==> src/rtl/rgb_pwm_driver.sv <==
// rgb_pwm_driver
//   Three-channel PWM generator for the board RGB LED pads. A colour
//   sequencer hands over 8-bit duty triples through a valid/ready handshake
//   into a one-deep shadow register. The shadow is copied into the active
//   duties only when the PWM counter wraps, so every period shows a single
//   colour. The very first triple after reset is copied straight away, so
//   the first colour appears without waiting for a dead period.
//
// Ports
//   clk           system clock
//   reset         synchronous, active-high reset
//   enable        1: run PWM; 0: counter held at 0, all channels off
//   in_valid      duty triple valid
//   in_ready      shadow register empty, triple can be accepted
//   in_r/g/b      red/green/blue duty (WIDTH bits)
//   RGB_R/G/B     pad drives, polarity set by ACTIVE_LOW
//   period_start  one-cycle pulse after the counter wraps to 0
module rgb_pwm_driver #(
  parameter int WIDTH      = 8,
  parameter int PRESCALE   = 47,
  parameter bit ACTIVE_LOW = 1'b1
) (
  input  logic             clk,
  input  logic             reset,
  input  logic             enable,
  input  logic             in_valid,
  output logic             in_ready,
  input  logic [WIDTH-1:0] in_r,
  input  logic [WIDTH-1:0] in_g,
  input  logic [WIDTH-1:0] in_b,
  output logic             RGB_R,
  output logic             RGB_G,
  output logic             RGB_B,
  output logic             period_start
);

  localparam int              PW         = (PRESCALE > 1) ? $clog2(PRESCALE) : 1;
  localparam logic [PW-1:0]   PRESC_LAST = PW'(PRESCALE - 1);
  localparam logic [WIDTH-1:0] CNT_LAST  = '1;

  // Map a logical "LED on" to the pad level.
  function automatic logic pad_level(input logic on);
    return on ^ ACTIVE_LOW;
  endfunction

  logic [PW-1:0]    presc;
  logic [WIDTH-1:0] cnt;
  logic [WIDTH-1:0] duty_r, duty_g, duty_b;
  logic [WIDTH-1:0] shadow_r, shadow_g, shadow_b;
  logic             shadow_full;
  // Set while the active duties still hold their reset values; lets the
  // first triple go live without waiting for a wrap.
  logic             fresh;

  logic tick;
  logic wrap;
  logic accept;
  logic transfer;

  assign tick     = enable & (presc == PRESC_LAST);
  assign wrap     = tick & (cnt == CNT_LAST);
  assign accept   = in_valid & ~shadow_full;
  assign transfer = shadow_full & (wrap | fresh);
  assign in_ready = ~shadow_full;

  // Prescaler and period counter
  always_ff @(posedge clk) begin
    if (reset || !enable) begin
      presc <= '0;
      cnt   <= '0;
    end else if (tick) begin
      presc <= '0;
      cnt   <= cnt + 1'b1;
    end else begin
      presc <= presc + 1'b1;
    end
  end

  // Handshake state and active duties
  always_ff @(posedge clk) begin
    if (reset) begin
      shadow_full <= 1'b0;
      fresh       <= 1'b1;
      duty_r      <= '0;
      duty_g      <= '0;
      duty_b      <= '0;
    end else if (transfer) begin
      shadow_full <= 1'b0;
      fresh       <= 1'b0;
      duty_r      <= shadow_r;
      duty_g      <= shadow_g;
      duty_b      <= shadow_b;
    end else if (accept) begin
      shadow_full <= 1'b1;
    end
  end

  // Shadow data is only meaningful while shadow_full is set, so no reset.
  always_ff @(posedge clk) begin
    if (accept) begin
      shadow_r <= in_r;
      shadow_g <= in_g;
      shadow_b <= in_b;
    end
  end

  // Output stage: pads lag the counter by one cycle
  always_ff @(posedge clk) begin
    if (reset) begin
      RGB_R        <= pad_level(1'b0);
      RGB_G        <= pad_level(1'b0);
      RGB_B        <= pad_level(1'b0);
      period_start <= 1'b0;
    end else begin
      RGB_R        <= pad_level(enable & (cnt < duty_r));
      RGB_G        <= pad_level(enable & (cnt < duty_g));
      RGB_B        <= pad_level(enable & (cnt < duty_b));
      period_start <= wrap;
    end
  end

endmodule

==> config.mk <==
export PLATFORM = sky130hd
export DESIGN_NAME = rgb_pwm_driver
export DESIGN_NICKNAME = d
export VERILOG_FILES = /design/src/rtl/rgb_pwm_driver.sv
export SDC_FILE = /design/constraint.sdc
export NUM_CORES = 1
export LEC_CHECK = 0
export ABC_AREA = 1
export BUFFER_PORTS_ARGS = -buffer_cell sky130_fd_sc_hd__buf_2
export CAP_MARGIN = 5
export CORE_MARGIN = 3
export CORE_UTILIZATION = 63
export DETAILED_ROUTE_END_ITERATION = 16
export PLACE_DENSITY = 0.91
export SLEW_MARGIN = 30
export SYNTH_ARGS = -nofsm -noshare
export SYNTH_HDL_FRONTEND = slang
export SYNTH_SLANG_ARGS = --single-unit
export TNS_END_PERCENT = 50
==> constraint.sdc <==
create_clock -name clk -period 4.4 [get_ports clk]
set_input_delay 0 -clock clk [delete_from_list [all_inputs] [get_ports clk]]
set_output_delay 0 -clock clk [all_outputs]
set_load 0.05 [all_outputs]
; Yosys cells after proc, flatten, opt, wreduce, memory -nomap -nowiden
; Cells that the tools add are included.
[word_totals]
elab_cells = 37
ff_bits = 68
out_inout_bits = 5
[classes]
n_reduce_logical = 4
n_eq_ne = 2
n_bitwise = 12
n_addsub = 2
n_lt_le_gt_ge = 3
[ops]
columns = op, n
row1 = $lt A8 B8 Y1, 3
row2 = $add A8 B1 Y8 const B, 1
row3 = $eq A8 B8 Y1 const B, 1
row4 = $and A1 B1 Y1, 7
row5 = $add A6 B1 Y6 const B, 1
row6 = $eq A6 B6 Y1 const B, 1
row7 = $not A1 Y1, 4
row8 = $reduce_or A2 Y1, 2
row9 = $logic_not A1 Y1, 1
row10 = $logic_or A1 B1 Y1, 1
row11 = $or A1 B1 Y1, 1

; Logic depth before layout (Yosys ltp)
; Gate-level depths: netlist (run 1).
[logic_depth]
ltp_word = 6
depth_mapped = 12

; Worst setup path after synthesis (run 1)
; Ideal clock, no wire load.
[synth_path]
path_kind = register to register
start = register shadow_full
end = register shadow_b[0], enable pin
path_stages_with_launch = 4
n_path_buf = 2
synth_period_minus_slack_ns = 2.054
arrival_ns = 1.649
slack_ns = 2.346
path_cell_list = dfxtp_1 > clkbuf_1 > buf_2 > nor2_1
[synth_between]
elab_chain_cells = 2
[synth_rtl]
columns = element, line_no
row1 = from (decl), 50  ; logic shadow_full;
row2 = from (signal assigned), 82  ; shadow_full <= 1'b0;
row3 = from (signal assigned), 88  ; shadow_full <= 1'b0;
row4 = from (signal assigned), 94  ; shadow_full <= 1'b1;
row5 = $not A1 Y1, 62  ; assign accept = in_valid & ~shadow_full;
row6 = $and A1 B1 Y1, 62
row7 = net accept, 57  ; logic accept;
row8 = to (signal assigned), 103  ; shadow_b <= in_b;
row9 = to (decl), 49  ; logic [WIDTH-1:0] shadow_r, shadow_g, shadow_b;
; The timed path passes the listed nets, and every way through them passes these cells.
; A chain may end at the register's enable or synchronous reset.

; Worst setup path after layout (run 1)
[layout_path]
start = register cnt[1]
end = register duty_r[7]
[layout_between]
elab_chain_cells = 4
[layout_rtl]
columns = element, line_no
row1 = from (decl), 47  ; logic [WIDTH-1:0] cnt;
row2 = from (signal assigned), 73  ; cnt <= cnt + 1'b1;
row3 = $eq A8 B8 Y1, 61  ; assign wrap = tick & (cnt == CNT_LAST);
row4 = $and A1 B1 Y1, 61
row5 = $or A1 B1 Y1, 63  ; assign transfer = shadow_full & (wrap | fresh);
row6 = $and A1 B1 Y1, 63
row7 = to (signal assigned), 90  ; duty_r <= shadow_r;
row8 = to (decl), 48  ; logic [WIDTH-1:0] duty_r, duty_g, duty_b;
; Every way passes these cells.

==> summary.txt, run 1 <==
Run status
  • Outcome: finished, final reports clean

Floorplanning
  • Die Span X: 77.10 um
  • Initial Util: 0.6610
  • Die area: 5944 um2
  • Die span in y: 77.10 um
  • Core area: 4817 um2
  • Top-level port count: 33
  • Rows: 25

Drt
  • Vias: 2,736
  • Vias per cell: 5.483
  • Antenna Nets Post-Route: 0
  • DRC errors left: 0
  • DRC marker count from the first detailed-route iteration: 264
  • Pre-Repair DR Iteration Count: 7
  • Post-DR wirelength/cell: 15.17 um
  • DRT Wirelength: 7572 um

STA
  • RSZ-0062 raised after global routing: false
  • Minimum clock period: 1.968 ns
  • Tcrit/Tclk final: 0.4472
  • Final setup viols: 0
  • Slew HR: 0.5060
  • Final max-slew violation count: 0
  • Hold Fails Final Rpt: 0
  • Fin Setup TNS: 0 ns
  • Max Clock Freq: 508.2 MHz
  • Worst Tran Pin Value: 0.7365 ns
  • Clock skew: 0.01208 ns

Critical path
  • Critical-path maximum fanout: 49
  • Crit path required time: 4.64 ns
  • Critical Path AT: 2.21 ns
  • CP bufs+invs: 0
  • Max incr delay on CP: 0.43 ns
  • Slowest library cell on the worst path: dfxtp_1
  • CP delay by family, top: simple AND/OR/NAND/NOR gates
  • Crit-path cells: ha_1 -> nand3_1 -> nor2_2 -> nand2_4 -> nand2_4 -> nand3_1 -> nand2_1 -> nor2_1
  • Worst Setup End Kind: register
  • Setup CP Type: register to register
  • Startpoint Class: register

Finish
  • Fillers: 287
  • Fin area: 3869 um2
  • Area growth syn-to-layout: 21.49%
  • Antenna Cells: 0
  • Multi-input gate area: 1264 um2
  • Area occupied by registers: 1602 um2
  • Final core utilization: 0.8031
  • Share of layout cells above drive strength 1: 0.1296
  • Nets: 479

Yosys
  • Synth cell types: 25
  • Post-Synthesis Cells: 372
  • Avg Inst Size Synth: 8.560 um2
  • Ys Warns: 0
  • Synthesized area: 3184 um2
  • Register area share after synthesis: 0.5029
  • Syn Nets: 424
  • Synth Register Bits: 68

Clocking
  • Worst-Skew Late Latency: 0.35 ns
  • H-tree depth: 3
  • Clk root buf: clkbuf_8
  • CTS sink cnt: 68
  • CTS tree: built
  • Clk buf depth: 2
  • CTS buffer count: 9
  • Reg clk slew, reported paths: 0.08 ns

Global route
  • Initial antenna violation count: 0
  • GR Util met2: 0.4669
  • Vias in the first global route: 2,789
  • First-pass GRT wire length: 13,000 um
  • GRT Max-Usage Layer: met2
  • Global-route met1 utilization: 0.3280
  • Met3 Use GR: 0.08333
  • Total Routing Usage GR: 0.2797
  • GRT overflow: 0
  • Largest net degree at the start of global routing: 53

Pwr
  • Switching power: 0.0003830 W
  • Switch share: 0.2422
  • Combinational power share: 0.118
  • Pint: 0.001198 W
  • Pwr Density: 408.7 nW/um2
  • Sequential share of power: 0.452
  • Leakage power: 1.770 nW
  • VDD IR-drop max: 0.3981 mV
  • Clock power frac: 0.430

Hold path
  • Min-delay worst type: input port to register

Place
  • GP Congestion: 0.8058
  • DP HPWL: 3775 um
  • DP Area: 3352 um2
  • # port buffers: 32

Flow run
  • Max_cap viols: 0
[tightest hold or removal path, delay by kind of cell]
| family | cells | cell delay, ns |
|---|---|---|
| AO/OA/AOI/OAI | 2 | 0.25 |
| buffers and inverters | 1 | 0.10 |
[power by group through the flow]
stage	Sequential (W)	Combinational, W	Clock, W
finish	0.000714	0.000186	0.000680
global route	0.000717	0.000208	0.000717
CTS	0.000711	0.000174	0.000676
detailed placement	0.000724	0.000154	0
global placement	0.000722	0.000148	0
floorplan	0.000729	0.000116	0
[per-stage QoR]
step	std cells	power [W]	setup slack, ns	hold WS [ns]
floorplan	372	0.0008452	2.346	0.07851
global placement	458	0.0008706	2.678	0.1759
detailed placement	458	0.0008780	2.558	0.1781
CTS	499	0.001562	2.538	0.0005839
global route	499	0.001643	2.232	0.03733
finish	499	0.001581	2.432	0.06067
[worst paths after layout]
path | start | endpoint | slack [ns] | cells after the start
setup reg to reg | cnt[1] | duty_r[7] | 2.43 | 8
setup / recovery | cnt[1] | duty_r[7] | 2.43 | 8
hold / removal | in_valid | shadow_full | 0.06 | 3
hold reg to reg | presc[0] | presc[0] | 0.47 | 1
[final cells by class]
cell class                 instances  area share
timing repair buffer              58      0.1080
multi-input combinational        226      0.3266
clock inverter                     7     0.03558
clock buffer                       9     0.03202
tap                               67     0.02167
sequential                        68      0.4140
inverter                          64     0.06210
[sequential cells by signal, summed over array words and instances (netlist names)]
register / flops
duty_r: 8
RGB_B: 1
cnt: 8
period_start: 1
RGB_G: 1
duty_b: 8
shadow_full: 1
fresh: 1
RGB_R: 1
presc: 6
shadow_r: 8
shadow_g: 8
shadow_b: 8
duty_g: 8
[cells by family after synthesis]
group,synth area share
simple gates,0.2098
compound gates,0.07937
fa+ha+maj,0.09430
flops,0.5029
xor+xnor,0.01100
buf+inv,0.1026
[what timing repair did]
action | 4_1_cts | 5_1_grt
buffers inserted | 0 | 0
hold buffers | 25 | 0
resized for setup | 0 | 0
endpoints found under the hold margin | 25 | 0
[per-layer routing]
metal,vias to the layer above,routed length (um)
met4,0,221
met3,30,637
met1,1240,2921
li1,1304,-
met5,-,0
met2,162,3792
[cell usage in the layout (no fill, tap or decap), types with 2 or more instances in the layout]
master and count:
buf_2 32, ha_1 24, a21oi_1 36, o21ai_0 10, nor3b_1 2, dlygate4sd3_1 25
nand2_1 59, a211oi_1 3, edfxtp_1 24, dfxtp_1 44, inv_2 2, xor2_1 2
nor2_1 40, bufinv_16 4, and3_1 3, nand2_4 3, inv_1 61, clkinv_1 2
nand4_1 2, clkbuf_8 9, nand3_1 36, xnor2_1 2
[cell usage after synthesis]
| cell type | count | area, um2 |
|---|---|---|
| nor3b_1 | 2 | 15.01 |
| and3_1 | 3 | 18.77 |
| a21oi_1 | 36 | 180.2 |
| xnor2_1 | 2 | 17.52 |
| inv_1 | 61 | 229.0 |
| buf_4 | 2 | 15.01 |
| nor2_1 | 41 | 153.9 |
| nor4_1 | 1 | 6.260 |
| edfxtp_1 | 24 | 720.7 |
| nand2_1 | 59 | 221.5 |
| nand3_1 | 36 | 180.2 |
| dfxtp_1 | 44 | 880.8 |
| ha_1 | 24 | 300.3 |
| xor2_1 | 2 | 17.52 |
| nand2_4 | 3 | 33.78 |
| clkbuf_1 | 7 | 26.28 |
| clkinv_1 | 1 | 3.750 |
| o21ai_0 | 10 | 50.05 |
| buf_2 | 3 | 15.01 |
| nor2_8 | 1 | 20.02 |
| inv_2 | 2 | 7.510 |
| nor2_2 | 1 | 6.260 |
| a211oi_1 | 3 | 22.52 |
| nand4_1 | 2 | 12.51 |
| buf_8 | 2 | 30.03 |
(Power assumes the default switching activity.)
==> run 2: changes to the inputs <==
CORE_UTILIZATION = 53   (was 63)
PLACE_DENSITY = 0.83   (was 0.91)
clock period = 1.7 ns   (was 4.4 ns; I/O delays follow)
==> run 2 against run 1 <==
Clock skew decreased by 0.0066 ns. Via count is 6.9% lower. Global-route usage down 8.8 points. Fmax increased by 25%. Worst setup slack got worse by 2.3 ns. Routed wire length shrank 17%. Non-clock buffer count increased by 13. Count of clock-buffer cells in the layout increased by 1. Power rose by 140%.
==> summary.txt, run 2 (synthesized netlist as in run 1, its figures left out) <==
Global route
  • Vias in the first global route: 2,412 (was 2,789)
  • GRT overflow: 0 (unchanged)
  • Largest net degree at the start of global routing: 50 (was 53)
  • First-pass GRT wire length: 10,740 um (was 13,000 um)
  • Initial antenna violation count: 0 (unchanged)
  • Total Routing Usage GR: 0.1917 (was 0.2797)

Run status
  • Outcome: finished, final reports clean (unchanged)

Drt
  • DRT Wirelength: 6249 um (was 7572 um)
  • DRC marker count from the first detailed-route iteration: 102 (was 264)
  • Pre-Repair DR Iteration Count: 4 (was 7)
  • Vias per cell: 4.925 (was 5.483)
  • Vias: 2,546 (was 2,736)
  • Post-DR wirelength/cell: 12.09 um (was 15.17 um)
  • DRC errors left: 0 (unchanged)
  • Antenna Nets Post-Route: 0 (unchanged)

Hold path
  • Min-delay worst type: input port to register (unchanged)

STA
  • Minimum clock period: 1.575 ns (was 1.968 ns)
  • RSZ-0062 raised after global routing: false (unchanged)
  • Slew HR: 0.7663 (was 0.5060)
  • Final max-slew violation count: 0 (unchanged)
  • Hold Fails Final Rpt: 0 (unchanged)
  • Fin Setup TNS: 0 ns (unchanged)
  • Worst Tran Pin Value: 0.3505 ns (was 0.7365 ns)
  • Max Clock Freq: 635.1 MHz (was 508.2 MHz)
  • Final setup viols: 0 (unchanged)
  • Tcrit/Tclk final: 0.9262 (was 0.4472)
  • Clock skew: 0.005448 ns (was 0.01208 ns)

Critical path
  • Worst Setup End Kind: register (unchanged)
  • Crit path required time: 1.93 ns (was 4.64 ns)
  • Startpoint Class: register (unchanged)
  • Setup CP Type: register to register (unchanged)
  • Critical-path maximum fanout: 25 (was 49)
  • Critical Path AT: 1.81 ns (was 2.21 ns)

Clocking
  • Worst-Skew Late Latency: 0.34 ns (was 0.35 ns)
  • CTS buffer count: 9 (unchanged)
  • H-tree depth: 3 (unchanged)
  • Reg clk slew, reported paths: 0.07 ns (was 0.08 ns)
  • CTS sink cnt: 68 (unchanged)
  • Clk root buf: clkbuf_8 (unchanged)
  • Clk buf depth: 2 (unchanged)
  • CTS tree: built (unchanged)

Floorplanning
  • Core area: 5675 um2 (was 4817 um2)
  • Die Span X: 83.51 um (was 77.10 um)
  • Initial Util: 0.5611 (was 0.6610)
  • Die area: 6974 um2 (was 5944 um2)
  • Die span in y: 83.51 um (was 77.10 um)
  • Top-level port count: 33 (unchanged)
  • Rows: 27 (was 25)

Place
  • GP Congestion: 0.9651 (was 0.8058)
  • # port buffers: 32 (unchanged)
  • DP Area: 3453 um2 (was 3352 um2)
  • DP HPWL: 3909 um (was 3775 um)

Pwr
  • VDD IR-drop max: 0.6227 mV (was 0.3981 mV)
  • Leakage power: 1.829 nW (was 1.770 nW)
  • Pwr Density: 950.1 nW/um2 (was 408.7 nW/um2)

Finish
  • Fin area: 3955 um2 (was 3869 um2)
  • Fillers: 406 (was 287)
  • Commonest non-fill, non-tap cell in the layout: inv_1 (unchanged)
  • Antenna Cells: 0 (unchanged)
  • Area growth syn-to-layout: 24.20% (was 21.49%)
  • Most frequent cells in the layout: inv_1 (61), nand2_1 (59), dfxtp_1 (43), nor2_1 (40) (was inv_1 (61), nand2_1 (59), dfxtp_1 (44), nor2_1 (40))
  • Nets: 492 (was 479)
  • Share of layout cells above drive strength 1: 0.1551 (was 0.1296)

Flow run
  • Max_cap viols: 0 (unchanged)
-- run 2: path summary, 6_finish.rpt --
check | cells past startpoint | to | slack (ns) | start
setup / recovery | 9 | duty_r[0] | 0.13 | cnt[0]
hold / removal | 6 | cnt[5] | 0.15 | enable
setup reg to reg | 9 | duty_r[0] | 0.13 | cnt[0]
hold reg to reg | 1 | presc[0] | 0.48 | presc[0]
-- run 2: cell type report --
type	count	area, um2	share of cell area
Sequential cell	68	1603	0.4053
Multi-Input combinational cell	226	1259	0.3183
Timing Repair Buffer	71	548.0	0.1386
Inverter	64	240.2	0.06074
Clock buffer	10	127.6	0.03227
Tap cell	72	90.09	0.02278
Clock inverter	6	87.58	0.02214
-- run 2: what timing repair did --
item,4_1_cts,5_1_grt
setup endpoints to repair,0,15
hold endpoints to repair,26,0
hold buffers,26,0
resized for setup,0,1
buffers inserted,0,0
-- run 2: routing by layer --
metal  vias to the layer above  global-route usage  share of wire
met5                         -                   0              0
met4                         0             0.07895          0.014
met3                        11             0.06219          0.052
met2                        65              0.3207           0.51
met1                      1139              0.2275           0.42
li1                       1331                   -              -
-- run 2: report_power, final --
group / leakage (nW) / internal, W / switching [W]
registers: 0.591 / 0.00180 / 0.0000511
clock network: 0.111 / 0.000828 / 0.000603
logic: 1.13 / 0.000210 / 0.000270
-- run 2: worst max-delay path, stage by stage, from the launching register on --
cell,delay (ns)
dfxtp_1,0.38
ha_1,0.22
nand3_1,0.14
nor2_2,0.18
nand2_4,0.07
nand2_4,0.09
buf_12,0.16
nand3_1,0.08
nand2_1,0.09
nor2_1,0.05
-- run 2: per-stage QoR --
stage                     cells  setup WS (ns)  hold slack, ns  utilization  total power [W]
after floorplan             372        0.03923         0.07851            -         0.002188
after global placement      474         0.1947          0.1758       0.6085         0.002274
after detailed placement    474         0.1237          0.1781       0.6085         0.002293
after CTS                   516        0.01585          0.1285       0.6922         0.003763
after global routing        517        0.01579          0.1716       0.6969         0.003953
final                       517         0.1254          0.1486       0.6969         0.003758
